**src/rtl/mac_pkg.sv**
```systemverilog
// mac_pkg: shared drain FSM states and default geometry for the SRAM C result drain
package mac_pkg;
  typedef enum logic [1:0] {IDLE, READ, FLUSH, DONE} drain_state_t;
  localparam int DEF_M = 4;
  localparam int DEF_N = 4;
  localparam int DEF_K = 4;
  localparam int DEF_DW = 32;
  localparam int DEF_FIFO_DEPTH = 2;
  localparam int ROW_W = $clog2(DEF_M);
  localparam int COL_W = $clog2(DEF_N);
  localparam int RES_W = DEF_DW * 2 + $clog2(DEF_K);
endpackage

```
**src/rtl/mac_drain_fifo.sv**
```systemverilog
// mac_drain_fifo: small synchronous FIFO; read data reads as zero while empty
module mac_drain_fifo #(
  parameter int WIDTH = 8,
  parameter int DEPTH = 2
) (
  input  logic                           clk,
  input  logic                           resetn,
  input  logic                           push,
  input  logic                           pop,
  input  logic [WIDTH-1:0]               wdata,
  output logic [WIDTH-1:0]               rdata,
  output logic                           full,
  output logic                           empty,
  output logic [$clog2(DEPTH+1)-1:0]     count
);
  localparam int AW = $clog2(DEPTH);
  localparam int CW = $clog2(DEPTH + 1);
  logic [WIDTH-1:0] mem [DEPTH];
  logic [AW-1:0] wr_ptr, rd_ptr;
  logic pop_ok, push_ok;
  assign empty = count == '0;
  assign full = count == CW'(DEPTH);
  assign pop_ok = pop & !empty;
  assign push_ok = push & (!full | pop_ok);
  assign rdata = empty ? '0 : mem[rd_ptr];
  // pointer and occupancy bookkeeping; push+pop on a full FIFO keeps the count
  always_ff @(posedge clk or negedge resetn)
    if (!resetn) begin
      wr_ptr <= '0;
      rd_ptr <= '0;
      count <= '0;
    end else begin
      wr_ptr <= push_ok ? wr_ptr + 1'b1 : wr_ptr;
      rd_ptr <= pop_ok ? rd_ptr + 1'b1 : rd_ptr;
      count <= count + CW'(push_ok) - CW'(pop_ok);
    end
  // storage array, written only on an accepted push
  always_ff @(posedge clk)
    if (push_ok) mem[wr_ptr] <= wdata;
  // a push into a full FIFO is only legal when a pop frees a slot the same cycle
  always_ff @(posedge clk)
    if (resetn && push && full) assert (pop);
endmodule

```
**src/rtl/mac_result_drain.sv**
```systemverilog
// mac_result_drain: reads the M x N result matrix from SRAM C row-major and streams it out; MAC_DRAIN_COORD_EN adds out_row/out_col
module mac_result_drain
  import mac_pkg::*;
#(
  parameter int M = DEF_M,
  parameter int N = DEF_N,
  parameter int K = DEF_K,
  parameter int DATA_WIDTH_INIT_MATRIX = DEF_DW,
  parameter int DATA_WIDTH_RESULT_MATRIX = DATA_WIDTH_INIT_MATRIX * 2 + $clog2(K),
  parameter int FIFO_DEPTH = DEF_FIFO_DEPTH
) (
  input  logic                                clk,
  input  logic                                resetn,
  input  logic                                start,
  output logic                                busy,
  output logic                                drain_done,
  output logic                                matrix_c_re,
  output logic [$clog2(M)-1:0]                row_addr_c,
  output logic [$clog2(N)-1:0]                col_addr_c,
  input  logic [DATA_WIDTH_RESULT_MATRIX-1:0] data_in_c,
  output logic [DATA_WIDTH_RESULT_MATRIX-1:0] out_data,
  output logic                                out_valid,
  input  logic                                out_ready,
  output logic                                out_last
`ifdef MAC_DRAIN_COORD_EN
  ,
  output logic [$clog2(M)-1:0]                out_row,
  output logic [$clog2(N)-1:0]                out_col
`endif
);
  localparam int RW = $clog2(M);
  localparam int CW = $clog2(N);
  localparam int DW = DATA_WIDTH_RESULT_MATRIX;
  localparam int CNT_W = $clog2(FIFO_DEPTH + 1);
`ifdef MAC_DRAIN_COORD_EN
  localparam int FW = DW + 1 + RW + CW;
`else
  localparam int FW = DW + 1;
`endif
  drain_state_t state, state_nxt;
  logic [RW-1:0] row;
  logic [CW-1:0] col;
  logic inflight, last_q, pop, re, last_issue, full, empty;
  logic [CNT_W-1:0] occ;
  logic [CNT_W:0] credit;
  logic [FW-1:0] push_word, pop_word;
  assign out_valid = !empty;
  assign pop = out_valid & out_ready;
  assign credit = {1'b0, occ} + {{CNT_W{1'b0}}, inflight} - {{CNT_W{1'b0}}, pop};
  assign re = state == READ && credit < (CNT_W + 1)'(FIFO_DEPTH);
  assign last_issue = re && row == RW'(M - 1) && col == CW'(N - 1);
  assign matrix_c_re = re;
  assign row_addr_c = re ? row : '0;
  assign col_addr_c = re ? col : '0;
  assign busy = state != IDLE;
  assign drain_done = state == DONE;
  // state register
  always_ff @(posedge clk or negedge resetn)
    if (!resetn) state <= IDLE;
    else state <= state_nxt;
  // next state; FLUSH ends once the FIFO drains this cycle with nothing left in flight
  always_comb begin
    state_nxt = state;
    state_nxt = state == IDLE  ? (start ? READ : IDLE) :
                state == READ  ? (last_issue ? FLUSH : READ) :
                state == FLUSH ? ((occ == CNT_W'(pop) && !inflight) ? DONE : FLUSH) :
                IDLE;
  end
  // row-major read address counters, advancing on each issued read
  always_ff @(posedge clk or negedge resetn)
    if (!resetn) begin
      row <= '0;
      col <= '0;
    end else if (re) begin
      col <= col == CW'(N - 1) ? '0 : col + 1'b1;
      row <= col != CW'(N - 1) ? row : row == RW'(M - 1) ? '0 : row + 1'b1;
    end
  // one-cycle read-in-flight marker and last tag, aligned with SRAM read data
  always_ff @(posedge clk or negedge resetn)
    if (!resetn) begin
      inflight <= 1'b0;
      last_q <= 1'b0;
    end else begin
      inflight <= re;
      last_q <= last_issue;
    end
`ifdef MAC_DRAIN_COORD_EN
  logic [RW-1:0] row_q;
  logic [CW-1:0] col_q;
  // coordinates of the read in flight, stored alongside its data
  always_ff @(posedge clk or negedge resetn)
    if (!resetn) begin
      row_q <= '0;
      col_q <= '0;
    end else begin
      row_q <= row_addr_c;
      col_q <= col_addr_c;
    end
  assign push_word = {row_q, col_q, last_q, data_in_c};
  assign {out_row, out_col, out_last, out_data} = pop_word;
`else
  assign push_word = {last_q, data_in_c};
  assign {out_last, out_data} = pop_word;
`endif
  mac_drain_fifo #(.WIDTH(FW), .DEPTH(FIFO_DEPTH)) u_fifo (
    .clk(clk),
    .resetn(resetn),
    .push(inflight),
    .pop(pop),
    .wdata(push_word),
    .rdata(pop_word),
    .full(full),
    .empty(empty),
    .count(occ)
  );
endmodule

```
**config.mk**
```make
export PLATFORM = sky130hd
export DESIGN_NAME = mac_result_drain
export DESIGN_NICKNAME = d
export VERILOG_FILES = /design/src/rtl/mac_pkg.sv /design/src/rtl/mac_drain_fifo.sv /design/src/rtl/mac_result_drain.sv
export SDC_FILE = /design/constraint.sdc
export NUM_CORES = 1
export LEC_CHECK = 0
export ABC_AREA = 1
export CAP_MARGIN = 20
export CORE_UTILIZATION = 44
export CTS_CLUSTER_SIZE = 40
export DETAILED_ROUTE_END_ITERATION = 7
export HOLD_SLACK_MARGIN = 0.06
export PLACE_DENSITY = 0.82
export SLEW_MARGIN = 25
export SYNTH_ARGS = -nofsm -noshare
export SYNTH_HDL_FRONTEND = slang
export SYNTH_SLANG_ARGS = --single-unit
```
**constraint.sdc**
```tcl
create_clock -name clk -period 4.3 [get_ports clk]
set_input_delay 0.43 -clock clk [delete_from_list [all_inputs] [get_ports clk]]
set_output_delay 0.43 -clock clk [all_outputs]
set_load 0.03 [all_outputs]
```
==> results.ini <==
[clocking]
cts_buffers=17
cts.reportedPaths.clkPinSlew_ps=60
cts-root-buf=clkbuf_16
ctsHoldBuffers=0
post_cts_buffers=0
h-tree-depth=4
clk_latency_ps=410
clock_sinks=146
cts_resized=0
clock_path_buffers=2
cts_tree=done

[sta]
drv_slew=0
fin_crit_sh_pct=85.7
grt_setup_unrepaired=no
fin_setup_tns_ps=0
hold_violations=0
fin_skew_ps=10.0
hold_ws_ps=376
tightest_slew_ps=986
final-setup-viol-count=0
timing.max_slew.rel_slack_pct=34.2
fmax_mhz=271
fin_crit_ps=3690

[yosys]
synth_top_cell_area_share_pct=69.3
synth_nets=517
yosysWarnings=0
syn_area_per_cell_sq_um=13.2
yosysSeqAreaShare_pct=74.5
ys_top_cells_by_area=edfxtp_1 (69%), nand2_1 (9.8%), dfrtp_1 (5.2%)
netlist_area_sq_um=5800
post-synth-top-area-cell=edfxtp_1
syn_inst=441
synthDistinctLibCells=23
synth-seq-cells=146

[finish]
n_fill_cell=1003
multi_input_area_sq_um=1240
regArea_sq_um=4330
diodes=0
areaGrowthSynthToFinish_pct=36.0
final_common_cell=nand2_1
drive_gt1_share_pct=12.6
layout_common_cells=nand2_1 (151), clkdlybuf4s50_1 (144), edfxtp_1 (134), a21oi_1 (39), a21oi_2 (30)
num-nets-final=664

[detailed_routing]
initialDrtViolationCount=206
dr.pass1.iters=5
drt-total-wl_mm=12.1
wl_per_cell_um=15.6
vias=3779
drc=0
vias_per_cell=4.89
ant_nets=0

[floorplan]
ioPinCount=145
core_sq_um=12700
die_area_sq_um=13700
num_rows=41
die_w_um=117
initial_core_util_pct=45.6
die_h_um=117

[pwr]
p_per_area_nw_per_um2=785
ir_drop_mv=0.612
p_leak_nw=2.86

[setup_path]
path_delay_family=buffers and inverters
crit_arrival_ps=3260
end_kind=output port
max_stage_delay_ps=700
crit_path_max_fanout=6
crit_path_cell_trace=inv_2, nand2_4, nand2_1, inv_1, ha_1, inv_1, nand2_1, fa_1, inv_1, nor2_2, nand2_2, inv_2, clkdlybuf4s50_1
cp-startpoint=u_fifo.count[1]
rr_startpoint=u_fifo.count[1]
crit_buf_inv=6
cpMostUsedCell=inv_1
worstPathRequired_ps=3870
crit_type=flip-flop to output port
cp_slowest_cell=clkdlybuf4s50_1
start_kind=flip-flop

[outcome]
status=completed

[hold_path]
hold_class=input port to asynchronous set/reset pin

[grt]
grt_pass1_wl_mm=18.3
grt_max_degree=69
overflow=0
antenna_found_initial=0
grt_pass1_vias=3767
grt_usage_pct=18.2

[flow_run]
cap_violations=0

[place]
io_buffers=144
gp_congestion=0.750
dpl.hpwl_mm=7.50

per-layer routing:
metal / up-vias / part of all wire [%] / track usage (%)
met4: 0 / 1.2 / 6.75
li1: 1808 / - / -
met5: - / 0 / 0
met2: 127 / 51 / 31.6
met3: 16 / 5.9 / 5.30
met1: 1828 / 42 / 21.5
logic make-up after synthesis:
group / after synthesis / synth area share, %
xor+xnor: 2 / 0.302
buf+inv: 45 / 4.22
flops: 146 / 74.5
fa+ha+maj: 6 / 1.42
simple gates: 170 / 11.4
compound gates: 72 / 8.15
synthesized netlist by cell type, drive strengths merged:
cell type and instances:
a21oi 69, buf 22, clkinv 1, dfrtp 12, edfxtp 134, fa 1, ha 5, inv 22
nand2 153, nand3 3, nand4 1, nor2 11, o21ai 3, or2 2, xor2 2
where the power goes:
part           internal (W)  switching (W)
sequential          0.00184      0.0000823
clock              0.000737       0.000566
combinational       0.00107        0.00190
total               0.00365        0.00255
metrics by stage:
stage	worst slack, ps	total power [W]	util [%]	instance area (sq um)	std cells
after floorplan	278	0.00387	-	5800	441
after global placement	906	0.00487	57.9	7370	741
after detailed placement	804	0.00495	57.9	7370	741
after CTS	606	0.00626	62.0	7890	773
after global routing	453	0.00651	62.0	7890	773
final	614	0.00620	62.0	7890	773
worst paths after layout:
check,to,depth (start not counted),slack [ps]
hold / removal,inflight,1,380
hold reg to reg,u_fifo.mem[1][66],0,460
setup / recovery,matrix_c_re,13,610
min in group clk,u_fifo.mem[1][66],0,460
max in group asynchronous,u_fifo.rd_ptr,1,3530
setup reg to reg,col[0],13,1930
final cells by class:
| type | instances | share of cell area (%) |
|---|---|---|
| flip-flops and latches | 146 | 54.8 |
| repair buffers | 150 | 19.0 |
| multi-input cells | 250 | 15.7 |
| clock buffers | 20 | 5.53 |
| well taps | 172 | 2.73 |
| inverters | 23 | 1.11 |
| clock inverters | 12 | 1.09 |
sequential cells by signal (all words and copies together) (netlist names):
name           cells
u_fifo.mem       134
u_fifo.wr_ptr      1
inflight           1
last_q             1
row                2
col                2
u_fifo.count       2
state              2
u_fifo.rd_ptr      1
(Power assumes the default switching activity.)
